[src/rtl/dmem_arbiter.sv]
// Two-port data-memory arbiter: the core load/store port (p0) and an auxiliary
// loader port (p1) share one single-cycle memory. Ties alternate round-robin;
// at most one access is in flight. All outputs come straight from registers.
module dmem_arbiter #(
    parameter int unsigned DATA_W = 32,
    parameter int unsigned ADDR_W = 9
) (
    input  logic              clk,
    input  logic              reset,

    input  logic              p0_req,
    input  logic              p0_we,
    input  logic [ADDR_W-1:0] p0_addr,
    input  logic [DATA_W-1:0] p0_wdata,
    output logic              p0_gnt,
    output logic              p0_rvalid,
    output logic [DATA_W-1:0] p0_rdata,

    input  logic              p1_req,
    input  logic              p1_we,
    input  logic [ADDR_W-1:0] p1_addr,
    input  logic [DATA_W-1:0] p1_wdata,
    output logic              p1_gnt,
    output logic              p1_rvalid,
    output logic [DATA_W-1:0] p1_rdata,

    output logic              mem_wr,
    output logic              mem_rd,
    output logic [ADDR_W-1:0] mem_addr,
    output logic [DATA_W-1:0] mem_wr_data,
    input  logic [DATA_W-1:0] mem_rd_data,

    output logic              busy
);

    typedef enum logic [1:0] {
        StIdle  = 2'd0,
        StIssue = 2'd1,
        StResp  = 2'd2
    } state_e;

    state_e              state_q;
    logic                last_q;    // 1: port 1 won the most recent arbitration
    logic                id_q;      // port owning the in-flight access
    logic                we_q;      // in-flight access is a write
    logic                p0_gnt_q, p1_gnt_q;
    logic                p0_rvalid_q, p1_rvalid_q;
    logic [DATA_W-1:0]   p0_rdata_q, p1_rdata_q;
    logic                mem_wr_q, mem_rd_q;
    logic [ADDR_W-1:0]   mem_addr_q;
    logic [DATA_W-1:0]   mem_wr_data_q;
    logic                busy_q;

    logic                sel_p1;
    logic                sel_we;
    logic [ADDR_W-1:0]   sel_addr;
    logic [DATA_W-1:0]   sel_wdata;

    // Pick the winner among current requests; a tie goes to the port that lost last time.
    always_comb begin
        if (p0_req && p1_req) begin
            sel_p1 = ~last_q;
        end else begin
            sel_p1 = p1_req;
        end
        sel_we    = sel_p1 ? p1_we    : p0_we;
        sel_addr  = sel_p1 ? p1_addr  : p0_addr;
        sel_wdata = sel_p1 ? p1_wdata : p0_wdata;
    end

    // Arbitration FSM; every output is a register written here.
    always_ff @(posedge clk or posedge reset) begin
        if (reset) begin
            state_q       <= StIdle;
            last_q        <= 1'b1;
            id_q          <= 1'b0;
            we_q          <= 1'b0;
            p0_gnt_q      <= 1'b0;
            p1_gnt_q      <= 1'b0;
            p0_rvalid_q   <= 1'b0;
            p1_rvalid_q   <= 1'b0;
            p0_rdata_q    <= '0;
            p1_rdata_q    <= '0;
            mem_wr_q      <= 1'b0;
            mem_rd_q      <= 1'b0;
            mem_addr_q    <= '0;
            mem_wr_data_q <= '0;
            busy_q        <= 1'b0;
        end else begin
            // Pulsed outputs default low; address/data registers hold.
            p0_gnt_q    <= 1'b0;
            p1_gnt_q    <= 1'b0;
            p0_rvalid_q <= 1'b0;
            p1_rvalid_q <= 1'b0;
            mem_wr_q    <= 1'b0;
            mem_rd_q    <= 1'b0;

            unique case (state_q)
                StIdle: begin
                    if (p0_req || p1_req) begin
                        state_q       <= StIssue;
                        busy_q        <= 1'b1;
                        last_q        <= sel_p1;
                        id_q          <= sel_p1;
                        we_q          <= sel_we;
                        // Strobes and grant are registered here so they are
                        // visible for exactly the ISSUE cycle.
                        mem_wr_q      <= sel_we;
                        mem_rd_q      <= ~sel_we;
                        mem_addr_q    <= sel_addr;
                        mem_wr_data_q <= sel_wdata;
                        p0_gnt_q      <= ~sel_p1;
                        p1_gnt_q      <= sel_p1;
                    end
                end
                StIssue: begin
                    if (we_q) begin
                        state_q <= StIdle;
                        busy_q  <= 1'b0;
                    end else begin
                        state_q <= StResp;
                    end
                end
                StResp: begin
                    // Memory read data is valid during this cycle.
                    state_q <= StIdle;
                    busy_q  <= 1'b0;
                    if (id_q) begin
                        p1_rdata_q  <= mem_rd_data;
                        p1_rvalid_q <= 1'b1;
                    end else begin
                        p0_rdata_q  <= mem_rd_data;
                        p0_rvalid_q <= 1'b1;
                    end
                end
                default: begin
                    state_q <= StIdle;
                    busy_q  <= 1'b0;
                end
            endcase
        end
    end

    assign p0_gnt      = p0_gnt_q;
    assign p1_gnt      = p1_gnt_q;
    assign p0_rvalid   = p0_rvalid_q;
    assign p1_rvalid   = p1_rvalid_q;
    assign p0_rdata    = p0_rdata_q;
    assign p1_rdata    = p1_rdata_q;
    assign mem_wr      = mem_wr_q;
    assign mem_rd      = mem_rd_q;
    assign mem_addr    = mem_addr_q;
    assign mem_wr_data = mem_wr_data_q;
    assign busy        = busy_q;

    // Exclusivity of strobes, grants and read responses.
    a_strobe_excl: assert property (@(posedge clk) disable iff (reset) !(mem_wr && mem_rd));
    a_gnt_excl:    assert property (@(posedge clk) disable iff (reset) !(p0_gnt && p1_gnt));
    a_rvalid_excl: assert property (@(posedge clk) disable iff (reset) !(p0_rvalid && p1_rvalid));

endmodule

[config.mk]
export PLATFORM = sky130hd
export DESIGN_NAME = dmem_arbiter
export DESIGN_NICKNAME = d
export VERILOG_FILES = /design/src/rtl/dmem_arbiter.sv
export SDC_FILE = /design/constraint.sdc
export NUM_CORES = 1
export LEC_CHECK = 0
export ABC_AREA = 0
export ABC_CLOCK_PERIOD_IN_PS = 4200
export BUFFER_PORTS_ARGS = -buffer_cell sky130_fd_sc_hd__buf_2
export CAP_MARGIN = 20
export CORE_MARGIN = 5
export CORE_UTILIZATION = 35
export DETAILED_ROUTE_END_ITERATION = 10
export SLEW_MARGIN = 0
export SYNTH_ARGS = -nofsm -noshare
export SYNTH_HDL_FRONTEND = slang
export SYNTH_SLANG_ARGS = --single-unit
[constraint.sdc]
create_clock -name clk -period 4.2 [get_ports clk]
set_input_delay 0.84 -clock clk [delete_from_list [all_inputs] [get_ports clk]]
set_output_delay 0.84 -clock clk [all_outputs]
set_load 0.02 [all_outputs]
==> flow_summary_export.csv <==
group,metric,value,unit
run_status,status,"completed",
sta,rsz0062_at_grt,"false",
final_layout,drive_above_1_share,58.38,%
sta,fmax,450.9,MHz
sta,post-route-min-period,2.218,ns
worst_setup_path,worst_ep_arrival_time,2.49,ns
global_route,grt_max_degree,56,
clock_tree,clockBufferDepth,2,
detailed_routing,met2_length,5974,um
worst_setup_path,critPathMaxFanout,45,
global_route,grtUsageTotal,15.82,%
placed_design,hpwl,9056,um
synth,synth_most_common_cell,"dfrtp_1",
clock_tree,htreeDepth,4,
clock_tree,cts_tree,"built",
power_and_ir_drop,pwr-share-clk,24.9,%
worst_setup_path,cp_slowest_cell,"nor2_4",
final_layout,area_delta_synth_final,40.83,%
detailed_routing,viasPerCell,4.821,
worst_setup_path,worstPathCellList,"nor2_4 -> nand2_1 -> buf_4 -> a221o_1",
worst_setup_path,slowest_delay,0.67,ns
synth,synth.avg_cell_area,13.84,um2
clock_tree,cts_setup_buffers,0,
power_and_ir_drop,sw_frac_of_total,38.06,%
die,rows,42,
sta,final_hold_viol_count,0,
detailed_routing,routed_wl,12420,um
clock_tree,clkSinkCount,117,
die,start_util,35.30,%
run,max_cap_violations,0,
sta,slew_viol_final,0,
power_and_ir_drop,p_leak,3.339,nW
clock_tree,ctsRootBufferMaster,"clkbuf_16",
detailed_routing,ant_nets,0,
detailed_routing,drt-initial-drc-count,105,
synth,yosysTopAreaCell,"dfrtp_1",
worst_setup_path,worstPathRequired,4.47,ns
worst_setup_path,setup.worst_path.end_class,"flop",
clock_tree,hold_buffers,0,
synth,synth_cells,335,
sta,tightestPinTransition,0.8444,ns
synth,synth-edff-count,0,
worst_setup_path,crit_buf_inv,1,
die,dieArea,0.01565,mm2
synth,synth_common_cells,"dfrtp_1 (116), mux2_2 (63), a221o_1 (28), and3_1 (28), nand2_1 (27)",
sta,fin_skew,0.005963,ns
clock_tree,postCtsResizedCells,0,
detailed_routing,drtPass1Iterations,4,
final_layout,n_antenna_cell,0,
power_and_ir_drop,combPwrFrac,40.7,%
global_route,grt_pass1_vias,3966,
sta,finalCritPeriodShare,52.81,%
power_and_ir_drop,switching_power,0.002211,W
die,core,0.01314,mm2
worst_setup_path,cp.depth,4,
placed_design,dpl_cell_area,0.005931,mm2
worst_setup_path,crit_family,"simple AND/OR/NAND/NOR gates",
global_route,antenna_found_initial,0,
synth,synthFlopType,"dfrtp_1",
global_route,grt_overflow_total,0,
power_and_ir_drop,power_frac_seq,34.4,%
detailed_routing,drt-met1-wl,5209,um
detailed_routing,top_layer_used,"met4",
synth,yosys-top-cells-area,"dfrtp_1 (63%), mux2_2 (15%), a221o_1 (6.0%)",
power_and_ir_drop,vdd_drop_max,0.3361,mV
sta,final.setup.tns,0,ns
synth,synth_top_area_share,62.60,%
die,dieWidth,125.1,um
power_and_ir_drop,p_per_area,889.3,mW/mm2
sta,relSlewSlack,43.58,%
detailed_routing,routedWlPerCell,16.45,um
final_layout,num-nets-final,686,
clock_tree,insertion_delay,0.40,ns
clock_tree,numCtsBuffers,17,
global_route,grt_first_pass_wirelength,19990,um
detailed_routing,wl_met3,1009,um
die,die_y,125.1,um
placed_design,numPortBuffers,231,
sta,setup_viol,0,
detailed_routing,drc,0,
synth,synth.yosys.seq_area_share,63.17,%
synth,ys_warn_count,0,
placed_design,place_congestion,0.8004,
synth,async_flop_share,100.0,%
clock_tree,clk_pin_slew_worst_paths,0.06,ns
power_and_ir_drop,p_int,0.003597,W
die,io_pins,232,
detailed_routing,vias,3640,
synth,syn-cell-area,0.004637,mm2
worst_setup_path,critPathLaunchType,"flop",
synth,synth_seq_cells,117,
synth,syn_nets,455,
worst_hold_path,hp-class,"reg2reg",
worst_hold_path,hold_path_depth,1,
worst_setup_path,reg2regPathDepth,4,
final_layout,postLayoutCellArea,0.006530,mm2
worst_setup_path,worst-setup-path-type,"reg2reg",
synth,ys_types,28,
## through the flow
stage	worst slack (ns)	hold slack (ns)	std cells	utilization [%]	power, W
after floorplan	0.2609	0.4199	335	-	0.003567
after global placement	1.824	0.4579	723	45.14	0.004348
after detailed placement	1.759	0.4640	723	45.14	0.004412
after CTS	1.956	0.4717	755	49.70	0.005887
after global routing	1.798	0.4997	755	49.70	0.006128
final	1.982	0.4674	755	49.70	0.005807
## worst paths after layout
| check | end | startpoint | slack, ns |
|---|---|---|---|
| max | mem_wr_data[29] | state_q[0] | 1.98 |
| min | state_q[1] | we_q | 0.47 |
| max reg2reg | mem_wr_data[29] | state_q[0] | 1.98 |
| min reg2reg | state_q[1] | we_q | 0.47 |
| max in group asynchronous | last_q | reset | 2.70 |
| min in group asynchronous | p1_rdata[22] | reset | 0.56 |
## power groups by stage
| stage | combinational, W | sequential, W | clock [W] |
|---|---|---|---|
| after global placement | 0.00235 | 0.00200 | 0 |
| after CTS | 0.00240 | 0.00200 | 0.00148 |
| after floorplan | 0.000916 | 0.00265 | 0 |
| final | 0.00236 | 0.00200 | 0.00145 |
| after global routing | 0.00253 | 0.00207 | 0.00153 |
| after detailed placement | 0.00240 | 0.00201 | 0 |
## per-layer routing
metal / track usage, % / up-vias
met4: 6.250 / 0
met1: 19.41 / 1744
met2: 25.47 / 174
met5: 0 / -
li1: - / 1702
met3: 5.842 / 20
## flip-flops by register name, indices dropped and copies added (netlist names)
name	cells
mem_addr	9
p0_rvalid	1
mem_wr_data	32
p0_gnt	1
p1_rvalid	1
busy	1
we_q	1
p1_gnt	1
state_q	2
mem_rd	1
p1_rdata	32
p0_rdata	32
last_q	1
mem_wr	1
id_q	1
## cells by family (layout without fill, tap and decap cells)
family / count (synthesis) / in the layout / synth area share [%]
flip-flops: 117 / 117 / 63.17
buffers and inverters: 28 / 272 / 3.130
AND/OR/NAND/NOR: 64 / 64 / 7.636
AO/OA/AOI/OAI: 61 / 61 / 10.31
multiplexers: 65 / 65 / 15.76
## layout make-up
cell class                      instances  area [um2]
Inverter                                3       13.76
Timing Repair Buffer                  237        1201
Fill cell                            1209        6608
Sequential cell                       117        2929
Clock buffer                           19       442.9
Multi-Input combinational cell        190        1567
Clock inverter                         13       156.4
Tap cell                              176       220.2
## layout by cell type, fill, tap and decap left out, types with 2 or more instances in the layout
cell,Yosys,layout
a31oi_1,13,13
dfrtp_1,116,116
bufinv_16,0,3
nand2_1,27,27
clkinv_2,0,5
a221o_1,28,28
buf_4,0,6
mux2_2,63,63
a21o_1,2,2
buf_2,14,231
clkbuf_16,0,17
a21oi_1,15,15
inv_1,3,2
clkinv_4,0,2
clkinvlp_4,0,2
and3_1,28,28
Power figures use the tool's default switching activity.
